$ cat config.mk
export PLATFORM = sky130hd
export DESIGN_NAME = axi_lite_reg_slave
export DESIGN_NICKNAME = d
export VERILOG_FILES = /design/src/rtl/axi_lite_reg_slave.sv
export SDC_FILE = /design/constraint.sdc
export NUM_CORES = 1
export LEC_CHECK = 0
export ABC_AREA = 1
export BUFFER_PORTS_ARGS = -buffer_cell sky130_fd_sc_hd__buf_4
export CORE_ASPECT_RATIO = 0.8
export CORE_UTILIZATION = 49
export DETAILED_ROUTE_END_ITERATION = 8
export PLACE_DENSITY = 0.85
export SKIP_CTS_REPAIR_TIMING = 1
export SYNTH_ARGS = -nofsm -noshare
export SYNTH_HDL_FRONTEND = slang
export SYNTH_SLANG_ARGS = --single-unit
$ cat constraint.sdc
create_clock -name clk -period 1.95 [get_ports clk]
set_clock_uncertainty 0.05 [all_clocks]
set_input_delay 0 -clock clk [delete_from_list [all_inputs] [get_ports clk]]
set_output_delay 0 -clock clk [all_outputs]
set_load 0.005 [all_outputs]
$ cat src/rtl/axi_lite_reg_slave.sv
// AXI4-Lite slave front-end that turns bus transactions into register-file
// port accesses: a word-addressed write port (wa/wd/we) and a read port (ra/rd).
// One outstanding write and one outstanding read; 32-bit data only.
// Optional macro AXI_REG_SLVERR_EN: when defined, out-of-range addresses return
// SLVERR, are never written and read as zero; when undefined, the upper address
// bits are ignored, the offset aliases into the register file and every
// response is OKAY.
module axi_lite_reg_slave #(
    parameter int NumWords  = 64,
    parameter int AddrWidth = 12
) (
    input  logic                           clk,
    input  logic                           reset_n,
    input  logic [AddrWidth-1:0]           s_awaddr,
    input  logic                           s_awvalid,
    output logic                           s_awready,
    input  logic [31:0]                    s_wdata,
    input  logic [3:0]                     s_wstrb,
    input  logic                           s_wvalid,
    output logic                           s_wready,
    output logic [1:0]                     s_bresp,
    output logic                           s_bvalid,
    input  logic                           s_bready,
    input  logic [AddrWidth-1:0]           s_araddr,
    input  logic                           s_arvalid,
    output logic                           s_arready,
    output logic [31:0]                    s_rdata,
    output logic [1:0]                     s_rresp,
    output logic                           s_rvalid,
    input  logic                           s_rready,
    output logic [$clog2(NumWords)-1:0]    wa,
    output logic [31:0]                    wd,
    output logic [3:0]                     we,
    output logic [$clog2(NumWords)-1:0]    ra,
    input  logic [31:0]                    rd
);

    localparam int OffsetWidth = $clog2(NumWords);

`ifdef AXI_REG_SLVERR_EN
    localparam logic SlvErrEn = 1'b1;
`else
    localparam logic SlvErrEn = 1'b0;
`endif

    localparam logic [1:0] RespOkay   = 2'b00;
    localparam logic [1:0] RespSlvErr = 2'b10;

    // Write-side buffers and response state
    logic                   r_awFull;
    logic [OffsetWidth-1:0] r_awOffset;
    logic                   r_awInRange;
    logic                   r_wFull;
    logic [31:0]            r_wData;
    logic [3:0]             r_wStrb;
    logic                   r_bvalid;
    logic [1:0]             r_bresp;

    // Read-side buffer and response state
    logic                   r_arFull;
    logic [OffsetWidth-1:0] r_arOffset;
    logic                   r_arInRange;
    logic                   r_rvalid;
    logic [31:0]            r_rdata;
    logic [1:0]             r_rresp;

    logic w_awAccept;
    logic w_wAccept;
    logic w_arAccept;
    logic w_issue;
    logic w_awInRange;
    logic w_arInRange;
    logic w_unusedAddrBits;

    // Buffers accept whenever empty; a read also waits for the previous R handshake.
    assign w_awAccept = s_awvalid & ~r_awFull;
    assign w_wAccept  = s_wvalid & ~r_wFull;
    assign w_arAccept = s_arvalid & ~r_arFull & ~r_rvalid;

    // A write issues once both halves are buffered and no B response is pending.
    assign w_issue = r_awFull & r_wFull & ~r_bvalid;

    // With error reporting disabled every address counts as in range, so the
    // offset simply aliases into the register file.
    assign w_awInRange = (s_awaddr[AddrWidth-1:OffsetWidth+2] == '0) | ~SlvErrEn;
    assign w_arInRange = (s_araddr[AddrWidth-1:OffsetWidth+2] == '0) | ~SlvErrEn;

    // Byte-lane bits are ignored: unaligned accesses are treated as aligned.
    assign w_unusedAddrBits = ^{s_awaddr[1:0], s_araddr[1:0]};

    assign s_awready = ~r_awFull;
    assign s_wready  = ~r_wFull;
    assign s_arready = ~r_arFull & ~r_rvalid;
    assign s_bvalid  = r_bvalid;
    assign s_bresp   = r_bresp;
    assign s_rvalid  = r_rvalid;
    assign s_rdata   = r_rdata;
    assign s_rresp   = r_rresp;

    assign wa = r_awOffset;
    assign wd = r_wData;
    assign we = (w_issue & r_awInRange) ? r_wStrb : 4'b0000;
    assign ra = r_arOffset;

    // AW buffer: capture the decoded offset on accept, release on issue.
    always_ff @(posedge clk or negedge reset_n) begin
        if (!reset_n) begin
            r_awFull    <= 1'b0;
            r_awOffset  <= '0;
            r_awInRange <= 1'b0;
        end else if (w_awAccept) begin
            r_awFull    <= 1'b1;
            r_awOffset  <= s_awaddr[OffsetWidth+1:2];
            r_awInRange <= w_awInRange;
        end else if (w_issue) begin
            r_awFull <= 1'b0;
        end
    end

    // W buffer: capture data and strobes on accept, release on issue.
    always_ff @(posedge clk or negedge reset_n) begin
        if (!reset_n) begin
            r_wFull <= 1'b0;
            r_wData <= '0;
            r_wStrb <= '0;
        end else if (w_wAccept) begin
            r_wFull <= 1'b1;
            r_wData <= s_wdata;
            r_wStrb <= s_wstrb;
        end else if (w_issue) begin
            r_wFull <= 1'b0;
        end
    end

    // B channel: raise the response on the issue edge, hold it until bready.
    always_ff @(posedge clk or negedge reset_n) begin
        if (!reset_n) begin
            r_bvalid <= 1'b0;
            r_bresp  <= RespOkay;
        end else if (w_issue) begin
            r_bvalid <= 1'b1;
            r_bresp  <= r_awInRange ? RespOkay : RespSlvErr;
        end else if (r_bvalid & s_bready) begin
            r_bvalid <= 1'b0;
        end
    end

    // AR buffer: holds ra stable for one cycle, then clears on the sampling edge.
    always_ff @(posedge clk or negedge reset_n) begin
        if (!reset_n) begin
            r_arFull    <= 1'b0;
            r_arOffset  <= '0;
            r_arInRange <= 1'b0;
        end else if (w_arAccept) begin
            r_arFull    <= 1'b1;
            r_arOffset  <= s_araddr[OffsetWidth+1:2];
            r_arInRange <= w_arInRange;
        end else if (r_arFull) begin
            r_arFull <= 1'b0;
        end
    end

    // R channel: sample rd while the AR buffer is full, hold until rready.
    always_ff @(posedge clk or negedge reset_n) begin
        if (!reset_n) begin
            r_rvalid <= 1'b0;
            r_rdata  <= '0;
            r_rresp  <= RespOkay;
        end else if (r_arFull) begin
            r_rvalid <= 1'b1;
            r_rdata  <= r_arInRange ? rd : 32'h0;
            r_rresp  <= r_arInRange ? RespOkay : RespSlvErr;
        end else if (r_rvalid & s_rready) begin
            r_rvalid <= 1'b0;
        end
    end

endmodule

==> results.py, run 1 <==
metrics = {
    "placement": {
        "gp_congestion": 0.747,
        "dp_slack_ps": 620,
        "hpwlAfterDp_um": 6100,
        "numPortBuffers": 173,
    },
    "die": {
        "fp.dieH_um": 79.4,
        "fp-row-count": 27,
        "start_util_pct": 51.9,
        "die-area_um2": 7840,
        "ios": 188,
        "core_um2": 7060,
        "fp.dieW_um": 98.7,
    },
    "grt": {
        "antenna_found_initial": 0,
        "grt_pass1_vias": 3036,
        "grt_pass1_wl_um": 14200,
        "grt_max_degree": 49,
        "grt.overflow.total": 0,
        "grt_util_all_layers_pct": 23.2,
    },
    "min_path": {
        "hold_start": "s_wvalid",
        "hold_class": "input pin to register",
    },
    "routing": {
        "routed_wl_um": 11600,
        "ant_nets": 0,
        "post_drt_wl_per_cell_um": 15.5,
        "firstDrtPassIters": 5,
        "drt-initial-drc-count": 162,
        "vias": 3697,
        "drc": 0,
        "vias_per_cell": 4.96,
    },
    "pwr": {
        "power.density_nw_per_um2": 1220,
        "irDropWorstVdd_uv": 793,
        "leakagePower_nw": 3.26,
    },
    "final_layout": {
        "drive_above_1_share_pct": 32.8,
        "nets": 752,
        "area_growth_pct": 66.0,
        "mostFrequentLayoutCell": "nand2_1",
        "n_fill_cell": 363,
        "diodes": 0,
        "layout_common_cells": "200 x nand2_1, 174 x buf_4, 97 x dlygate4sd3_1, 89 x dfrtp_1, 29 x nand3_1",
    },
    "timing": {
        "fmax_mhz": 627,
        "fin_crit_sh_pct": 81.8,
        "hold_viol_final": 0,
        "maxSlewHeadroom_pct": 63.0,
        "finalCriticalPeriod_ps": 1600,
        "worst_slew_pin_slew_ps": 554,
        "slew_violations": 0,
        "setup_viol": 0,
        "finalSetupTns_ps": 0,
        "timing.final.ws_setup_ps": 354,
        "rsz0062_at_grt": "false",
    },
    "synthesis": {
        "syn_inst": 388,
        "synth_seq_area_share_pct": 60.7,
        "synth_seq_cells": 89,
        "yosys.area.top_type": "dfrtp_1",
        "ys_warn_count": 0,
        "yosysUniqueCellTypes": 19,
        "synth_area_per_cell_um2": 9.45,
        "synth_area_leaders": "dfrtp_1 61%, nand2_1 20%, nand3_2 5.5%",
        "netlist.area_leader.share_pct": 60.7,
        "syn_area_um2": 3670,
    },
    "worst_setup_path": {
        "arrival_ps": 1820,
        "crit_start": "r_arFull",
        "critPathMaxFanout": 9,
        "critPathCaptureType": "register",
        "reg2reg_from": "r_arFull",
        "critPathLaunchType": "register",
        "required_ps": 2180,
        "crit_type": "register to register",
    },
    "clock_tree": {
        "path_clk_slew_ps": 80,
        "cts_sinks": 89,
        "numCtsBuffers": 9,
        "cts_buffer_depth": 2,
        "root_buffer": "clkbuf_8",
        "cts_tree": "done",
        "htree_levels": 3,
        "clk_latency_ps": 340,
    },
    "flow_run": {
        "drv_cap": 0,
    },
    "run_status": {
        "status": "completed",
    },
}
[layer usage]
metal	GRT usage [%]	part of all wire, %	up-vias	wire length [um]
met5	0	0	-	0
met2	39.9	54	173	6250
met4	8.21	2.2	0	257
met3	4.99	5.7	22	660
li1	-	-	1724	-
met1	29.3	38	1778	4410
[synth_stat cells, drive strengths merged]
cell     n
a21oi    1
buf     20
conb     1
dfrtp   89
inv     12
nand2  202
nand3   49
nand4    1
nor2    12
o21ai    1
[worst max-delay path, stage by stage (launching register included)]
cell and delay, ps:
dfrtp_1 440, nor2_4 260, nand3_1 130, dlygate4sd3_1 590, nand2_1 70
[worst paths after layout]
| path | end | slack, ps | cells past startpoint |
|---|---|---|---|
| min in group asynchronous | wa[3] | 130 | 2 |
| min reg2reg | r_arInRange | 420 | 2 |
| min | wd[26] | 110 | 3 |
| max reg2reg | ra[1] | 350 | 4 |
| max in group asynchronous | s_rdata[17] | 1080 | 3 |
| max | ra[1] | 350 | 4 |
[logic make-up (layout without fill, tap and decap cells)]
| family | after synthesis | count (layout) | synth area share (%) |
|---|---|---|---|
| AND/OR/NAND/NOR | 264 | 264 | 32.0 |
| flip-flops | 89 | 89 | 60.7 |
| buffers and inverters | 32 | 301 | 6.93 |
| AO/OA/AOI/OAI | 2 | 2 | 0.273 |
| other | 1 | 2 | 0.102 |
[through the flow]
stage	total power, mW	area (um^2)	hold WS, ps	util (%)	instances
finish	7.41	6090	113	86.2	745
global route	7.87	6090	109	86.2	745
CTS	7.12	5110	-421	72.4	648
detailed placement	5.87	4920	-37.6	69.6	632
global placement	5.74	4920	-41.2	69.6	632
floorplan	4.31	3670	-346	-	389
[registers in the layout (all words and copies together) (netlist names)]
name         count
s_rdata         32
wd              32
ra               6
wa               6
r_wStrb          4
r_arFull         1
r_arInRange      1
r_awFull         1
r_awInRange      1
r_wFull          1
s_bresp          1
s_bvalid         1
s_rresp          1
s_rvalid         1
[power by group]
part           switching [mW]  internal [mW]  total [mW]
clock                   0.618          0.629        1.25
combinational            1.48           1.58        3.06
sequential              0.492           2.61        3.10
[area by class of cell]
cell class	instances	area, um^2	share of cell area (%)
inverter	12	45.0	0.740
clock buffer	12	145	2.38
tap	87	109	1.79
clock inverter	4	52.6	0.863
timing repair buffer	273	2320	38.1
multi-input combinational	268	1190	19.6
sequential	89	2230	36.6
(Power assumes the default switching activity.)
==> run 2, diff against run 1 <==
- CORE_UTILIZATION: 49 -> 45
- PLACE_DENSITY: 0.85 -> 0.79
- clock period: 1.95 -> 1.6 ns (I/O delays scaled with it)
==> run 2 against run 1 <==
Against the previous run:
- worst setup slack got worse by 310 ps
- fmax grew 2.3%
- combinational power up 19%
- global-route usage down 2.7 points
- largest power group unchanged
- non-clock buffer count grew 3
- flip-flop and latch count unchanged
- wire length shrank 4.6%
- cell area increased by 0.53%
- critical endpoint is now ra[4]
- total power increased by 20%
- die area rose by 8.7%
- worst hold slack improved by 2.9 ps
==> results.py, run 2 (same netlist as run 1, synthesis figures left out) <==
metrics = {
    "timing": {
        "slew_violations": 0,
        "worst_slew_pin_slew_ps": 562,
        "setup_viol": 0,
        "finalCriticalPeriod_ps": 1560,
        "maxSlewHeadroom_pct": 62.5,
        "fmax_mhz": 641,
        "fin_crit_sh_pct": 97.5,
        "hold_viol_final": 0,
        "finalSetupTns_ps": 0,
    },
    "pwr": {
        "p_int_mw": 5.85,
        "leakagePower_nw": 3.28,
        "pwr-share-comb_pct": 40.8,
        "p_sw_mw": 3.08,
        "power.density_nw_per_um2": 1460,
        "irDropWorstVdd_uv": 817,
        "swShare_pct": 34.5,
        "power_frac_clock_pct": 17.1,
        "pwr-share-seq_pct": 42.1,
    },
    "clock_tree": {
        "clk_latency_ps": 350,
        "htree_levels": 3,
        "root_buffer": "clkbuf_8",
        "cts_tree": "done",
        "path_clk_slew_ps": 90,
        "cts_buffer_depth": 2,
        "cts_sinks": 89,
        "numCtsBuffers": 9,
    },
    "grt": {
        "antenna_found_initial": 0,
        "grt_util_all_layers_pct": 20.5,
        "use_met2_pct": 32.5,
        "use_met1_pct": 26.6,
        "grt.overflow.total": 0,
        "grt_pass1_vias": 2797,
        "grt_pass1_wl_um": 13100,
        "top_usage_layer": "met2",
        "grt_max_degree": 42,
        "gr-usage-met3_pct": 6.57,
    },
    "final_layout": {
        "finalNonFillerCells": 768,
        "area_growth_pct": 66.8,
        "layout_common_cells": "200 x nand2_1, 178 x buf_4, 97 x dlygate4sd3_1, 89 x dfrtp_1, 29 x nand3_1",
        "nets": 755,
        "fin_area_um2": 6120,
        "drive_above_1_share_pct": 33.3,
        "mostFrequentLayoutCell": "nand2_1",
        "n_fill_cell": 528,
        "diodes": 0,
    },
    "routing": {
        "routed_wl_um": 11100,
        "firstDrtPassIters": 4,
        "vias": 3658,
        "vias_per_cell": 4.76,
        "drt-initial-drc-count": 144,
        "drc": 0,
        "ant_nets": 0,
        "post_drt_wl_per_cell_um": 14.4,
    },
    "worst_setup_path": {
        "arrival_ps": 1800,
        "crit_type": "register to register",
        "slowest_stage": "dlygate4sd3_1",
        "critPathLaunchType": "register",
        "critPathCaptureType": "register",
        "required_ps": 1840,
        "crit_path_max_incr_delay_ps": 580,
        "cp_cell_sequence": "nor2_4 -> nand3_1 -> dlygate4sd3_1 -> nand2_1",
        "r2r_cells": 4,
        "critPathMaxFanout": 9,
    },
    "die": {
        "fp.dieH_um": 82.7,
        "fp.dieW_um": 103,
        "ios": 188,
        "start_util_pct": 46.4,
        "die-area_um2": 8520,
        "core_um2": 7910,
        "fp-row-count": 29,
    },
    "min_path": {
        "hold_class": "input pin to asynchronous set/reset pin",
    },
    "placement": {
        "hpwlAfterDp_um": 6010,
        "dpl-instance-area_um2": 4950,
        "gp_congestion": 0.772,
        "dp_cells": 656,
        "numPortBuffers": 173,
    },
    "run_status": {
        "status": "completed",
    },
    "flow_run": {
        "drv_cap": 0,
    },
}
-- run 2: changes by cell type in the layout (fill, tap and decap cells not counted), sizes merged --
cell      change
clkinv        +3
buf           +3
clkinvlp      -2
clkbuf        -2
-- run 2: routing by layer --
| metal | vias up | wire, um |
|---|---|---|
| li1 | 1735 | - |
| met1 | 1751 | 4550 |
| met4 | 0 | 240 |
| met3 | 24 | 606 |
| met2 | 148 | 5660 |
| met5 | - | 0 |
-- run 2: worst paths after layout --
kind / from / end / slack, ps
setup / recovery: r_arFull / ra[4] / 40
hold / removal: reset_n / wd[18] / 120
setup reg to reg: r_arFull / ra[4] / 40
hold reg to reg: wd[3] / wd[3] / 430
max in group asynchronous: reset_n / s_rdata[9] / 790
min in group clk: s_rready / s_rvalid / 320
-- run 2: power groups by stage --
stage	registers [mW]	logic [mW]	clock network (mW)
2_1_floorplan	3.79	1.47	0
3_3_place_gp	3.73	3.25	0
3_5_place_dp	3.74	3.35	0
4_1_cts	3.72	3.35	1.58
5_1_grt	3.87	4.07	1.66
6_report	3.75	3.64	1.53
-- run 2: cell type report --
type / instances / area [um^2] / share of cell area (%)
inverters: 12 / 45.0 / 0.736
multi-input cells: 268 / 1190 / 19.4
clock inverters: 5 / 56.3 / 0.920
well taps: 108 / 135 / 2.21
repair buffers: 276 / 2330 / 38.0
clock buffers: 10 / 138 / 2.25
flip-flops and latches: 89 / 2230 / 36.4
-- run 2: critical path, delay by kind of cell, from the launching register on --
family                 cells  cell delay (ps)
and+or+nand+nor            3              430
buffers and inverters      1              580
DFF                        1              440
-- run 2: stage by stage --
step | power, mW | hold WS [ps] | utilization [%] | setup WS, ps
2_1_floorplan | 5.26 | -346 | - | 599
3_3_place_gp | 6.99 | -81.9 | 62.6 | 407
3_5_place_dp | 7.09 | -72.5 | 62.6 | 348
4_1_cts | 8.65 | -469 | 65.1 | 143
5_1_grt | 9.60 | 114 | 77.3 | -43.2
6_report | 8.93 | 116 | 77.3 | 39.7
